**src/rtl/aes_round_ctrl.sv**
```systemverilog
`default_nettype none
// ============================================================================
// Module   : aes_round_ctrl
// Brief    : AES-128 round sequencer; key add and state register around an
//            external round function. Optional abort input: AES_ROUND_CTRL_ABORT_EN.
// Revision : 1.0 - initial release
// ============================================================================
module aes_round_ctrl (
    input  logic         clk,
    input  logic         rst_n,
`ifdef AES_ROUND_CTRL_ABORT_EN
    input  logic         abort,
`endif
    input  logic         start,
    input  logic [127:0] plaintext,
    input  logic [127:0] newkey,
    input  logic [127:0] round_out,
    output logic [3:0]   counter_t,
    output logic         ok_add,
    output logic [127:0] state_out,
    output logic         last_round,
    output logic [127:0] ciphertext,
    output logic         done,
    output logic         busy
);

    localparam logic [3:0] c_first_round = 4'd1;
    localparam logic [3:0] c_last_round  = 4'd11;

    typedef enum logic [2:0] {
        S_IDLE  = 3'd0,
        S_ADD   = 3'd1,
        S_PULSE = 3'd2,
        S_STEP  = 3'd3,
        S_DONE  = 3'd4
    } state_t;

    state_t         r_state;
    state_t         w_next;
    logic [3:0]     r_counter;
    logic           r_ok_add;
    logic           r_done;
    logic [127:0]   r_pt;
    logic [127:0]   r_blk;
    logic [127:0]   r_ct;
    logic           w_abort;
    logic           w_abort_act;
    logic           w_last;
    logic [127:0]   w_add_in;

`ifdef AES_ROUND_CTRL_ABORT_EN
    assign w_abort = abort;
`else
    assign w_abort = 1'b0;
`endif

    assign w_abort_act = w_abort && (r_state != S_IDLE);
    assign w_last      = (r_counter == c_last_round);
    assign w_add_in    = (r_counter == c_first_round) ? r_pt : round_out;

    always_comb begin
        w_next = r_state;
        if (w_abort_act) begin
            w_next = S_IDLE;
        end else begin
            case (r_state)
                S_IDLE:  if (start) w_next = S_ADD;
                S_ADD:   w_next = S_PULSE;
                S_PULSE: w_next = w_last ? S_DONE : S_STEP;
                S_STEP:  w_next = S_ADD;
                S_DONE:  w_next = S_IDLE;
                default: w_next = S_IDLE;
            endcase
        end
    end

    // ok_add clocks the key-expansion stage, so it comes straight off a flop
    always_ff @(posedge clk or negedge rst_n) begin
        if (!rst_n) begin
            r_state   <= S_IDLE;
            r_counter <= c_first_round;
            r_ok_add  <= 1'b0;
            r_done    <= 1'b0;
        end else begin
            r_state  <= w_next;
            r_ok_add <= (w_next == S_PULSE);
            r_done   <= (w_next == S_DONE);
            if (w_abort_act) begin
                r_counter <= c_first_round;
            end else if (r_state == S_STEP) begin
                r_counter <= r_counter + 4'd1;
            end else if (r_state == S_DONE) begin
                r_counter <= c_first_round;
            end
        end
    end

    // ciphertext loads on entry to DONE so it matches state_out during done
    always_ff @(posedge clk or negedge rst_n) begin
        if (!rst_n) begin
            r_pt  <= '0;
            r_blk <= '0;
            r_ct  <= '0;
        end else begin
            if ((r_state == S_IDLE) && start) begin
                r_pt <= plaintext;
            end
            if ((r_state == S_ADD) && !w_abort_act) begin
                r_blk <= w_add_in ^ newkey;
            end
            if ((r_state == S_PULSE) && w_last && !w_abort_act) begin
                r_ct <= r_blk;
            end
        end
    end

    assign counter_t  = r_counter;
    assign ok_add     = r_ok_add;
    assign state_out  = r_blk;
    assign last_round = w_last;
    assign ciphertext = r_ct;
    assign done       = r_done;
    assign busy       = (r_state != S_IDLE);

endmodule
`default_nettype wire
```
**config.mk**
```make
export PLATFORM = sky130hd
export DESIGN_NAME = aes_round_ctrl
export DESIGN_NICKNAME = d
export VERILOG_FILES = /design/src/rtl/aes_round_ctrl.sv
export SDC_FILE = /design/constraint.sdc
export NUM_CORES = 1
export LEC_CHECK = 0
export CORE_AREA = 4 4 253 255
export DETAILED_ROUTE_END_ITERATION = 8
export DIE_AREA = 0 0 257 259
export HOLD_SLACK_MARGIN = 0.1
export PLACE_DENSITY_LB_ADDON = 0.12
export REMOVE_ABC_BUFFERS = 1
export SLEW_MARGIN = 30
export SYNTH_ARGS = -nofsm -noshare
export SYNTH_HDL_FRONTEND = slang
export SYNTH_SLANG_ARGS = --single-unit
```
**constraint.sdc**
```tcl
create_clock -name clk -period 2.26 [get_ports clk]
set_input_delay 0.678 -clock clk [delete_from_list [all_inputs] [get_ports clk]]
set_output_delay 0.678 -clock clk [all_outputs]
set_load 0.02 [all_outputs]
```
==> impl_metrics.ini <==
[critical_path]
startpoint_type = flop
slowest_stage = dfstp_2
cpLargestDelayFamily = flip-flops
crit_chain = ha_4, nand3b_1, buf_6, inv_4, buf_6
worst-path-buf-inv = 3
cp_common_cell = buf_6
cp.arrival_ns = 1.71
max_stage_delay_ns = 0.56
crit_required_ns = 1.58
path_class = reg2out
path_max_fanout = 3
end_kind = primary output

[power]
pwr-share-clk_pct = 20.4
p_sw_share_pct = 38.7
p_comb_share_pct = 47.4
seqPwrFrac_pct = 32.2
power.switching_mw = 14.4
powerDensity_mw_per_mm2 = 1180
ir_worst_vdd_v = 0.000634
leakage_nw = 14.3
internal-power_mw = 22.8

[floorplan]
num_io_pins = 651
die_w_microns = 257
core_area_sq_mm = 0.0616
num_rows = 91
start_util_pct = 32.8
dieArea_sq_mm = 0.0666
dieHeight_microns = 259

[timing]
fmax_mhz = 419
hold_viol_final = 0
clock_skew_ns = 0.00962
min_period_ns = 2.39
rsz0062_at_grt = true
tightest_slew_ns = 0.704
maxSlewViolCount = 0
fin_ws_ns = -0.128
holdWs_ns = 0.492
final.period_utilization_pct = 106
setup_viol = 73
relSlewSlack_pct = 53.1

[grt]
grtUsageTotal_pct = 21.5
grt_start_max_net_pins = 79
grt_pass1_vias = 18100
antenna_found_initial = 33
gr-total-overflow = 0
grt_pass1_wl_microns = 112000

[flow_run]
max_cap_viol_count = 0

[route]
wire_per_inst_microns = 24.7
firstDrtPassIters = 5
via_per_inst = 5.22
initialDrtViolationCount = 837
via_count = 17500
drt-total-wl_microns = 82800
drc = 0
ant_nets = 0

[synth]
synthCells = 1725
ys_warn_count = 0
synth.distinct_cells = 37
async_reset_ff_share_pct = 100
synth-edff-count = 0
syn_area_per_cell_sq_um = 11.7
synth_ff_type = dfrtp_1
synthesis.area_sq_mm = 0.0202
synth_seq_cells = 393
ys_seq_area_share_pct = 48.7

[clock_network]
cts_root_buffer = clkbuf_16
cts.sinks = 393
cts_buffers = 48
clk_path_buf_depth = 3
clk_latency_ns = 0.57
clkTransAtPathRegs_ns = 0.06
htree_levels = 2
tritoncts = yes

[outcome]
violations = negative setup slack
status = finished with violations

[place]
gp_congestion = 0.796
io_buffers = 650
dpl.cell_count = 3158
dp_hpwl_microns = 55500

[final_layout]
final_net_count = 2844
stdcell_count = 3349
drive_gt1_share_pct = 25.0
syn2layout_area_growth_pct = 56.0

[worst_hold_path]
hold_class = reg2reg
## worst register-to-register path, cell delays in order, from the launching register on
cell,delay (ns)
dfstp_2,0.56
buf_4,0.13
buf_4,0.12
ha_4,0.21
buf_12,0.16
nor3b_4,0.23
buf_6,0.19
clkbuf_16,0.19
buf_4,0.14
clkbuf_16,0.16
o2111ai_1,0.12
o211ai_1,0.11
## cell families (layout without fill, tap and decap cells)
| group | count (synthesis) | in the layout | share of synthesized area (%) |
|---|---|---|---|
| mux | 256 | 256 | 14.3 |
| buf+inv | 276 | 1043 | 6.23 |
| simple gates | 401 | 401 | 14.1 |
| other cells | 0 | 20 | 0 |
| fa+ha+maj | 2 | 2 | 0.124 |
| flops | 393 | 393 | 48.7 |
| compound gates | 397 | 397 | 16.6 |
## power by group through the flow
stage          registers [mW]  logic [mW]  clock network [mW]
3_3_place_gp             12.1        16.1                   0
3_5_place_dp             12.1        16.5                   0
5_1_grt                  12.3        18.9                8.06
2_1_floorplan            13.7        6.51                   0
4_1_cts                  12.0        15.9                7.80
6_report                 12.0        17.6                7.58
## per-layer routing
metal	up-vias	wire, microns	track usage, %
met5	-	207	0
met1	8929	33100	25.4
met2	529	42400	38.1
met3	122	5300	6.28
li1	7859	-	-
met4	28	1880	6.18
## cells in the mapped netlist (2+ instances only)
cell type,count,share of area [%]
buf_2,27,0.67
o21ai_0,5,0.12
buf_6,19,1.1
o211ai_2,20,1.2
clkbuf_1,81,1.5
buf_4,9,0.33
o2111ai_1,108,4.7
nand2_1,131,2.4
o2111ai_2,20,1.5
inv_1,132,2.5
nand4bb_1,14,0.78
or4bb_1,114,6.4
ha_1,2,0.12
or3_1,2,0.062
o211ai_1,109,4.1
nor4b_1,2,0.087
dfrtp_1,392,49
o21a_1,128,4.8
nand3b_1,3,0.11
nand2b_1,129,4.0
buf_1,6,0.11
a21oi_1,3,0.074
mux2_2,255,14
## per-stage QoR
stage               cell area, sq um  worst slack, ns  setup TNS [ns]  util, %  power (mW)
finish                         31500           -0.128           -4.65     51.1        37.2
detailed placement             28100          -0.0902           -7.85     45.6        28.6
CTS                            29500           -0.181           -1.08     48.0        35.6
global placement               28100           -0.116          -10.40     45.6        28.1
floorplan                      19400           -15.47        -4639.09        -        20.2
global route                   31500           -0.207          -14.25     51.1        39.3
## placed cells by master, fill, tap and decap left out, types with 92 or more instances in the layout
master           instances
nand2_1                131
o211ai_1               109
dfrtp_1                390
mux2_2                 235
o21a_1                 128
o2111ai_1               92
inv_1                  131
clkdlybuf4s50_1        435
nand2b_1               129
dlygate4sd2_1          162
## what timing repair did
item                       CTS  global route
gates resized for setup    191           180
pin swaps                    3            98
setup endpoints to repair  265           290
cloned                       0            48
buffers inserted             7            28
hold endpoints to repair    24             0
hold buffers                 1             0
## final cells by class
type / instances / area (sq um)
inverters: 133 / 509
clock inverters: 17 / 91.3
well taps: 837 / 1050
repair buffers: 823 / 9020
clock buffers: 70 / 1440
flip-flops and latches: 393 / 9840
diodes: 20 / 50.0
multi-input cells: 1056 / 9490
fillers: 5561 / 30100
## final timing paths
path	to	depth (start not counted)	slack [ns]	from
worst max-delay path	last_round	5	-0.13	counter_t[0]
worst min-delay path	ciphertext[99]	1	0.49	ciphertext[99]
worst max register to register	state_out[118]	11	-0.13	counter_t[0]
worst min register to register	ciphertext[99]	1	0.49	ciphertext[99]
max in group asynchronous	r_pt[74]	4	0.86	rst_n
min in group asynchronous	ciphertext[34]	2	0.61	rst_n
## flip-flops by register name, summed over array words and instances, names as in the netlist
name / flops
ok_add: 1
ciphertext: 128
r_pt: 128
r_state: 3
state_out: 128
done: 1
counter_t: 4
Note: power is estimated with default switching activity, not from simulation.
